$ cat config.mk
export PLATFORM = sky130hd
export DESIGN_NAME = bullet_scheduler
export DESIGN_NICKNAME = d
export VERILOG_FILES = /design/src/rtl/bullet_pkg.sv /design/src/rtl/bullet_scheduler_rr_arbiter.sv /design/src/rtl/bullet_scheduler.sv
export SDC_FILE = /design/constraint.sdc
export NUM_CORES = 2
export LEC_CHECK = 0
export CAP_MARGIN = 10
export CORE_MARGIN = 4
export CORE_UTILIZATION = 40
export CTS_CLUSTER_SIZE = 20
export DETAILED_ROUTE_END_ITERATION = 10
export PLACE_DENSITY = 0.7
export SLEW_MARGIN = 10
export SYNTH_ARGS = -nofsm -noshare
export SYNTH_HDL_FRONTEND = slang
export SYNTH_SLANG_ARGS = --single-unit
$ cat constraint.sdc
create_clock -name clk -period 8.35 [get_ports clk]
set_input_delay 0.835 -clock clk [delete_from_list [all_inputs] [get_ports clk]]
set_output_delay 0.835 -clock clk [all_outputs]
set_load 0.02 [all_outputs]
$ cat src/rtl/bullet_pkg.sv
`default_nettype none
// ============================================================================
//  Module   : bullet_pkg
//  Purpose  : Shared definitions for the bullet scheduler: OAM word field
//             positions, screen geometry, direction and FSM state encodings,
//             and a helper that packs one OAM word.
//  Revision : 1.0 - initial release
// ============================================================================
package bullet_pkg;

    // OAM word field positions
    localparam int OWNER_LSB = 29;   // [31:29]
    localparam int EN_BIT    = 28;   // [28]
    localparam int X_LSB     = 18;   // [27:18]
    localparam int Y_LSB     = 8;    // [17:8]
    localparam int DIR_LSB   = 6;    // [7:6]
    localparam int ROW_LSB   = 3;    // [5:3]
    localparam int COL_LSB   = 0;    // [2:0]

    // Visible area and sprite size in pixels
    localparam int SCREEN_W  = 640;
    localparam int SCREEN_H  = 480;
    localparam int TILE_SIZE = 8;

    typedef enum logic [1:0] {
        DIR_UP    = 2'd0,
        DIR_RIGHT = 2'd1,
        DIR_DOWN  = 2'd2,
        DIR_LEFT  = 2'd3
    } dir_t;

    typedef enum logic {
        ST_IDLE  = 1'b0,
        ST_SWEEP = 1'b1
    } state_t;

    // Sprite row is always 0; sprite column selects the arrow for the direction.
    function automatic logic [31:0] make_oam_word(
        input logic [2:0] owner,
        input logic       en,
        input logic [9:0] x,
        input logic [9:0] y,
        input logic [1:0] dir
    );
        return {owner, en, x, y, dir, 3'd0, 1'b0, dir};
    endfunction

endpackage
`default_nettype wire

$ cat src/rtl/bullet_scheduler_rr_arbiter.sv
`default_nettype none
// ============================================================================
//  Module   : rr_arbiter
//  Purpose  : Combinational round-robin arbiter. Searches the eligible vector
//             starting at the pointer and returns the first hit.
//  Ports    : eligible [N]  requesters that may be granted this cycle
//             ptr      [PW] index where the search starts
//             grant    [N]  one-hot winner (zero when none eligible)
//             valid         a winner exists
//  Revision : 1.0 - initial release
// ============================================================================
module rr_arbiter #(
    parameter int N  = 4,
    parameter int PW = (N > 1) ? $clog2(N) : 1
) (
    input  logic [N-1:0]  eligible,
    input  logic [PW-1:0] ptr,
    output logic [N-1:0]  grant,
    output logic          valid
);

    always_comb begin
        grant = '0;
        valid = 1'b0;
        for (int off = 0; off < N; off++) begin
            if (!valid && eligible[(int'(ptr) + off) % N]) begin
                grant[(int'(ptr) + off) % N] = 1'b1;
                valid                        = 1'b1;
            end
        end
    end

endmodule
`default_nettype wire

$ cat src/rtl/bullet_scheduler.sv
`default_nettype none
// ============================================================================
//  Module   : bullet_scheduler
//  Purpose  : Owns the bullet OAM table. Grants fire requests round-robin into
//             the lowest free slot, moves every live bullet once per frame in
//             a one-slot-per-cycle sweep, and retires bullets that leave the
//             screen or are reported hit.
//  Ports    : clk, rst_n (async, active-low)
//             frame_tick        start-of-vblank pulse, launches a sweep
//             fire_req/x/y/dir  per-requester fire request and spawn data
//             hit_clear         per-slot kill strobe
//             fire_grant        one-hot grant pulse
//             oam_data          OAM table for bullet_engine
//             busy              high while the sweep runs
//             active_count      number of enabled slots
//  Revision : 1.0 - initial release
// ============================================================================
module bullet_scheduler
    import bullet_pkg::*;
#(
    parameter int OAM_DEPTH   = 16,
    parameter int N_REQ       = 4,
    parameter int MAX_PER_REQ = 2,
    parameter int SPEED       = 4
) (
    input  logic                 clk,
    input  logic                 rst_n,
    input  logic                 frame_tick,
    input  logic [N_REQ-1:0]     fire_req,
    input  logic [N_REQ*10-1:0]  fire_x,
    input  logic [N_REQ*10-1:0]  fire_y,
    input  logic [N_REQ*2-1:0]   fire_dir,
    input  logic [OAM_DEPTH-1:0] hit_clear,
    output logic [N_REQ-1:0]     fire_grant,
    output logic [31:0]          oam_data [OAM_DEPTH],
    output logic                 busy,
    output logic [4:0]           active_count
);

    localparam int IW = $clog2(OAM_DEPTH);
    localparam int PW = (N_REQ > 1) ? $clog2(N_REQ) : 1;
    localparam int CW = $clog2(MAX_PER_REQ + 1);

    // Move limits, evaluated in 11 bits so a step can never wrap.
    localparam logic [10:0] C_SPEED  = 11'(SPEED);
    localparam logic [10:0] C_X_MAX  = 11'(SCREEN_W - TILE_SIZE);
    localparam logic [10:0] C_Y_MAX  = 11'(SCREEN_H - TILE_SIZE);

    state_t          r_state;
    logic [IW-1:0]   r_sweep_idx;
    logic [PW-1:0]   r_ptr;
    logic [CW-1:0]   r_cnt [N_REQ];

    logic [31:0]          w_oam_next [OAM_DEPTH];
    logic [CW-1:0]        w_cnt_next [N_REQ];
    logic [N_REQ-1:0]     w_grant_next;
    logic [PW-1:0]        w_ptr_next;
    logic [4:0]           w_active_next;
    logic [OAM_DEPTH-1:0] w_fall;
    logic                 w_free_found;
    logic [IW-1:0]        w_free_idx;
    logic [N_REQ-1:0]     w_eligible;
    logic [N_REQ-1:0]     w_arb_grant;
    logic                 w_arb_valid;
    logic [PW-1:0]        w_grant_idx;
    logic                 w_fire_ok;
    logic [31:0]          w_cur;
    logic [10:0]          w_mv_x;
    logic [10:0]          w_mv_y;
    logic                 w_mv_en;

    // Lowest free slot. A slot being hit this cycle is not offered, so a kill
    // and a fire write can never land on the same slot.
    always_comb begin
        w_free_found = 1'b0;
        w_free_idx   = '0;
        for (int i = OAM_DEPTH - 1; i >= 0; i--) begin
            if (!oam_data[i][EN_BIT] && !hit_clear[i]) begin
                w_free_found = 1'b1;
                w_free_idx   = IW'(i);
            end
        end
    end

    always_comb begin
        for (int k = 0; k < N_REQ; k++) begin
            w_eligible[k] = fire_req[k] && (r_cnt[k] < CW'(MAX_PER_REQ)) && w_free_found;
        end
    end

    rr_arbiter #(
        .N  (N_REQ),
        .PW (PW)
    ) u_rr_arbiter (
        .eligible (w_eligible),
        .ptr      (r_ptr),
        .grant    (w_arb_grant),
        .valid    (w_arb_valid)
    );

    always_comb begin
        w_grant_idx = '0;
        for (int k = 0; k < N_REQ; k++) begin
            if (w_arb_grant[k]) w_grant_idx = PW'(k);
        end
    end

    // Move of the slot currently visited by the sweep.
    always_comb begin
        w_cur   = oam_data[r_sweep_idx];
        w_mv_x  = {1'b0, w_cur[X_LSB +: 10]};
        w_mv_y  = {1'b0, w_cur[Y_LSB +: 10]};
        w_mv_en = 1'b1;
        case (dir_t'(w_cur[DIR_LSB +: 2]))
            DIR_UP: begin
                if (w_mv_y < C_SPEED) w_mv_en = 1'b0;
                else                  w_mv_y  = w_mv_y - C_SPEED;
            end
            DIR_LEFT: begin
                if (w_mv_x < C_SPEED) w_mv_en = 1'b0;
                else                  w_mv_x  = w_mv_x - C_SPEED;
            end
            DIR_RIGHT: begin
                if (w_mv_x + C_SPEED > C_X_MAX) w_mv_en = 1'b0;
                else                            w_mv_x  = w_mv_x + C_SPEED;
            end
            default: begin
                if (w_mv_y + C_SPEED > C_Y_MAX) w_mv_en = 1'b0;
                else                            w_mv_y  = w_mv_y + C_SPEED;
            end
        endcase
    end

    // Next table: fire write (idle) or move (sweep), then kills on top.
    always_comb begin
        for (int i = 0; i < OAM_DEPTH; i++) w_oam_next[i] = oam_data[i];
        w_grant_next = '0;
        w_ptr_next   = r_ptr;
        w_fire_ok    = (r_state == ST_IDLE) && !frame_tick && w_arb_valid;

        if (w_fire_ok) begin
            w_oam_next[w_free_idx] = make_oam_word(3'(w_grant_idx), 1'b1,
                                                   fire_x[w_grant_idx*10 +: 10],
                                                   fire_y[w_grant_idx*10 +: 10],
                                                   fire_dir[w_grant_idx*2 +: 2]);
            w_grant_next = w_arb_grant;
            w_ptr_next   = (w_grant_idx == PW'(N_REQ - 1)) ? '0 : w_grant_idx + PW'(1);
        end

        if (r_state == ST_SWEEP && w_cur[EN_BIT]) begin
            w_oam_next[r_sweep_idx] = {w_cur[31:29], w_mv_en, w_mv_x[9:0], w_mv_y[9:0], w_cur[7:0]};
        end

        // Kill restores the old word with enable cleared, discarding any move.
        for (int i = 0; i < OAM_DEPTH; i++) begin
            if (hit_clear[i] && oam_data[i][EN_BIT]) begin
                w_oam_next[i]         = oam_data[i];
                w_oam_next[i][EN_BIT] = 1'b0;
            end
        end
    end

    // Owner bookkeeping: every 1->0 enable edge returns one credit.
    always_comb begin
        w_active_next = '0;
        for (int i = 0; i < OAM_DEPTH; i++) begin
            w_fall[i]     = oam_data[i][EN_BIT] & ~w_oam_next[i][EN_BIT];
            w_active_next = w_active_next + 5'(w_oam_next[i][EN_BIT]);
        end
        for (int k = 0; k < N_REQ; k++) begin
            w_cnt_next[k] = r_cnt[k] + CW'(w_grant_next[k]);
            for (int i = 0; i < OAM_DEPTH; i++) begin
                if (w_fall[i] && oam_data[i][OWNER_LSB +: 3] == 3'(k)) begin
                    w_cnt_next[k] = w_cnt_next[k] - CW'(1);
                end
            end
        end
    end

    always_ff @(posedge clk or negedge rst_n) begin
        if (!rst_n) begin
            r_state      <= ST_IDLE;
            r_sweep_idx  <= '0;
            r_ptr        <= '0;
            busy         <= 1'b0;
            fire_grant   <= '0;
            active_count <= '0;
            for (int i = 0; i < OAM_DEPTH; i++) oam_data[i] <= '0;
            for (int k = 0; k < N_REQ; k++)     r_cnt[k]    <= '0;
        end else begin
            case (r_state)
                ST_IDLE: begin
                    if (frame_tick) begin
                        r_state     <= ST_SWEEP;
                        r_sweep_idx <= '0;
                        busy        <= 1'b1;
                    end
                end
                default: begin
                    if (r_sweep_idx == IW'(OAM_DEPTH - 1)) begin
                        r_state <= ST_IDLE;
                        busy    <= 1'b0;
                    end else begin
                        r_sweep_idx <= r_sweep_idx + IW'(1);
                    end
                end
            endcase
            r_ptr        <= w_ptr_next;
            fire_grant   <= w_grant_next;
            active_count <= w_active_next;
            for (int i = 0; i < OAM_DEPTH; i++) oam_data[i] <= w_oam_next[i];
            for (int k = 0; k < N_REQ; k++)     r_cnt[k]    <= w_cnt_next[k];
        end
    end

endmodule
`default_nettype wire

* Yosys cells after proc, flatten, opt, wreduce, memory -nomap -nowiden
Index checks and enable logic that the tools add are counted.
Storage, ports and cells: register bits after elaboration 537, input bits 111, output and inout port bits 522, logic and storage cells 604
Cells by class: add/subtract/negate cells 92, multiply operators 1, $lt $le $gt $ge 20, equality and inequality tests 54, shift operators 3, mux-type cells 175, bitwise gates (word level) 41, reductions and logical operators 176
Operator list (count):
- $bwmux 512 | 2
- $mux 512 | 2
- $mux 29 | 16
- $demux 32 s4 | 2
- $mux 2 | 67
- $bmux 32 s4 | 1
- $mux 32 | 4
- $sub 2x1->2 const B | 64
- $logic_and 1x1->1 | 116
- $eq 3x2->1 const B | 32
- $mux 4 | 24
- $shiftx 40x7->10 | 2
- $add 5x1->5 | 11
- $eq 3x1->1 const B | 16
- $logic_not 3->1 | 16
- $mux 1 | 42
- $mux 10 | 4
- $pmux 10 s2 | 2
- $logic_not 1->1 | 36
- $add 10x3->11 const B | 2
- $lt 10x3->1 const B | 2
- $sub 10x3->10 const B | 2
- $not 1->1 | 17
- $and 1x1->1 | 16
- 34 further kinds | 64

* Longest topological paths before layout
depth in word-level cells 75, depth in mapped cells 29, depth with buffers taken out 28

* Cells and area by module
A second synthesis with hierarchy kept.
Second synthesis, totals: cells, all modules 3392, area total of the unflattened synthesis 31770.5 µm²
By module, submodules not included:
- bullet_scheduler | times used 1, cells each 3330, area an instance 31276.2 µm²
- rr_arbiter | times used 1, cells each 62, area an instance 494.2 µm²

* Least setup slack after synthesis
Ideal clock, no wire load.
path type register to register, start point register r_sweep_idx[0], end point register active_count[4], library setup time 64 ps, arrival time 6852 ps, required time 8286 ps, path slack 1434 ps, stages on the path, launching flop included 29, buffers on the path 5, period minus slack after synthesis 6916 ps, cell sequence dfrtp_1 -> buf_6 -> buf_6 -> buf_6 -> buf_6 -> mux4_2 -> a22oi_1 -> nand2_1 -> ha_1 -> and4_1 -> or2_2 -> and2_1 -> a221o_1 -> o21ai_1 -> o21a_2 -> buf_2 -> o21ai_0 -> a31oi_1 -> fa_1 -> fa_1 -> fa_1 -> inv_1 -> fa_1 -> inv_1 -> ha_1 -> inv_1 -> fa_1 -> nor2b_1 -> o21a_1
RTL lines:
- start, declared | line bullet_scheduler.sv:50 | logic [IW-1:0] r_sweep_idx;
- start signal, assigned | line bullet_scheduler.sv:204 | r_sweep_idx <= r_sweep_idx + IW'(1);
- end signal, assigned | line bullet_scheduler.sv:210 | active_count <= w_active_next;
- end, declared | line bullet_scheduler.sv:37 | output logic [4:0] active_count

==> summary.txt <==
Final layout
  • Commonest cells after routing, fill and taps aside: clkdlybuf4s50_1, dfrtp_1, nor2_1, a21oi_1, o22ai_1
  • Filler cells: 6971
  • Sequential cell area: 13400 sq um
  • Most common cell after layout, fill and taps aside: clkdlybuf4s50_1
  • Non-Filler Instances: 4823
  • Nets@finish: 3887
  • Multi-input gate area: 16900 sq um
  • Syn-to-layout area delta: 29.8%
  • Finished Cell Area: 40900 sq um
  • Share of post-route cells with drive strength above 1: 0.117

Detailed routing
  • Detail Route Antenna Nets: 0
  • Via/cell ratio: 6.86
  • Iteration-0 DRC Markers: 5262
  • Vias: 33.1k
  • WL final: 165000 um
  • Mean routed wirelength per cell: 34.2 um
  • Drt first pass iters: 8
  • # DRC: 0

Timing
  • Final setup viols: 0
  • Max Clock Freq: 128 MHz
  • Worst slew margin: 0.157
  • TNS Setup: 0 ns
  • Period utilization: 0.939
  • Hold_ws: 0.230 ns
  • Min cycle time layout: 7.84 ns
  • Pin slew with the least headroom to its limit: 1.26 ns
  • Worst Skew: 0.0453 ns
  • RSZ-0062 raised after global routing: false
  • Fin. Hold Viols: 0
  • Final Slew Violations: 0

Critical path
  • Worst Setup Start Kind: register
  • Critical path class: register to register
  • Critical Path RT: 8.94 ns
  • CP arrival: 8.43 ns
  • Crit. End Element: register
  • Worst-path fanout max: 48

Clock tree
  • Resize count post-CTS: 0
  • Postcts setup bufs: 0
  • Cts hold-fix bufs: 0
  • Clock latency on the worst-skew pair: 0.65 ns
  • H-tree levels: 2
  • Total CTS buffers: 59
  • Root Buffer: clkbuf_16
  • CTS tree: built
  • Bufs on Longest Clock Path: 3
  • CTS clk-pin slew, worst paths: 0.06 ns
  • Sink Count: 537

Synth
  • Post-Synth Adder-Cell Area: 0.0217
  • Xor/xnor cell area share of the yosys netlist: 0.0333
  • Synth top area share: 0.427
  • Mapped cell area: 31500 sq um
  • Largest family of logic cells by synthesized area: compound AO/OA/AOI/OAI gates
  • Synth area leader: dfrtp_1
  • EDFF count, synth: 0
  • Post-synthesis area per instance: 9.75 sq um
  • Post-synthesis simple-gate area fraction: 0.123
  • Area contributors post-synth: dfrtp_1, mux4_2, o22ai_1
  • Top_reg_cell synth: dfrtp_1
  • Synth async-reset ratio: 1.00
  • Ys Warns: 0
  • FF+latch count, synth: 537
  • Cell variety after synth: 95
  • Synth Area in Compound Gates: 0.228
  • Sequential fraction of the synthesis area: 0.427
  • Cells after Synth: 3231
  • Multiplexer area fraction after synthesis: 0.125
  • Syn nets: 3380

Power
  • Cell Pwr Density: 483 nW/um^2
  • Static Leak: 0.0167 uW
  • Max VDD drop: 280 uV

Run status
  • Status: finished clean

Floorplan
  • Die Ht: 289 um
  • Die ar.: 83300 sq um
  • Core area: 77700 sq um
  • FP Rows: 102
  • Starting Density: 0.405
  • Top-level I/O count: 633
  • Die Width: 289 um

Placed design
  • Routability-driven placement congestion ratio: 1.01
  • Inst Count DP: 4717
  • # port buffers: 632
  • Area post-placement: 39000 sq um
  • DP Wirelength: 121000 um

Global route
  • Global-route wire length before repair: 233000 um
  • GRT Overall Usage: 0.382
  • Vias in the first global route: 31.7k
  • Largest net degree at the start of global routing: 144
  • Initial antenna violation count: 7
  • Total grt overflow: 0

Run
  • Max-cap check violation count: 0

Min path
  • HP Class: input port to async pin
## cell usage after synthesis (all sizes together), types with 37 or more instances
library cell  count
dfrtp           537
nor2            481
a21oi           468
o22ai           408
clkbuf          220
mux4            142
nand2           139
a22o             91
xnor2            74
buf              58
o21ai            56
inv              48
mux2             37
## state kept, by name, summed over array words and instances (netlist names)
register,flops
busy,1
r_state,1
r_sweep_idx,4
r_ptr,2
oam_data,512
fire_grant,4
r_cnt,8
active_count,5
## logic make-up after synthesis
kind of cell               count (synthesis)
AOI/OAI and AO/OA                       1165
and+or+nand+nor                          845
DFF                                      537
buffers and inverters                    326
muxes                                    210
xor gates and xnor gates                  97
adders and majority gates                 51
## layout make-up
| type | count | share of cell area |
|---|---|---|
| multi-input combinational | 2368 | 0.414 |
| sequential | 537 | 0.329 |
| timing repair buffer | 724 | 0.174 |
| clock buffer | 81 | 0.0399 |
| tap | 1040 | 0.0318 |
| clock inverter | 22 | 0.00686 |
| inverter | 48 | 0.00441 |
| antenna | 3 | 0.000184 |
## worst paths after layout
check	startpoint	endpoint	slack (ns)	cells after the start
max in group asynchronous	rst_n	oam_data[481]	6.12	3
min in group clk	oam_data[440]	oam_data[440]	0.52	2
min	rst_n	oam_data[156]	0.23	1
min reg2reg	oam_data[440]	oam_data[440]	0.52	2
max reg2reg	r_sweep_idx[0]	active_count[4]	0.51	23
max	r_sweep_idx[0]	active_count[4]	0.51	23
## metal layers
metal | track usage | part of all wire | wire (um)
met1 | 0.489 | 0.35 | 57800
met2 | 0.594 | 0.44 | 73500
met3 | 0.0965 | 0.13 | 21500
met4 | 0.215 | 0.075 | 12300
met5 | 0 | 0.00038 | 63
## where the power goes
| part | internal [uW] | total, uW | switching [uW] |
|---|---|---|---|
| clock network | 1520 | 2680 | 1160 |
| registers | 3460 | 4880 | 1420 |
| logic | 4310 | 12200 | 7870 |
| total | 9290 | 19700 | 10500 |
## worst max-delay path: stages, from the launching register on
cell and delay [ns]:
dfrtp_4 0.69, buf_12 0.38, buf_4 0.31, mux4_2 0.52, mux2_2 0.32, mux2i_4 0.30, nand3_1 0.21, o41ai_1 0.56
and4_1 0.42, o21ai_1 0.10, o21a_2 0.28, o21ai_0 0.36, nor2_1 0.17, fa_1 0.67, fa_1 0.47, fa_1 0.51
inv_1 0.05, fa_1 0.43, inv_1 0.07, ha_1 0.16, inv_1 0.05, fa_1 0.40, nor2b_1 0.14, o21a_1 0.11
## per-stage QoR
step | utilization | power, uW | setup WS (ns)
global route | 0.526 | 20300 | 0.0299
detailed placement | 0.501 | 16700 | 0.632
global placement | 0.501 | 16700 | 0.668
floorplan | - | 11100 | 1.43
CTS | 0.526 | 19400 | 0.609
finish | 0.526 | 19700 | 0.509
No activity file was read; power rests on OpenSTA's default activity.
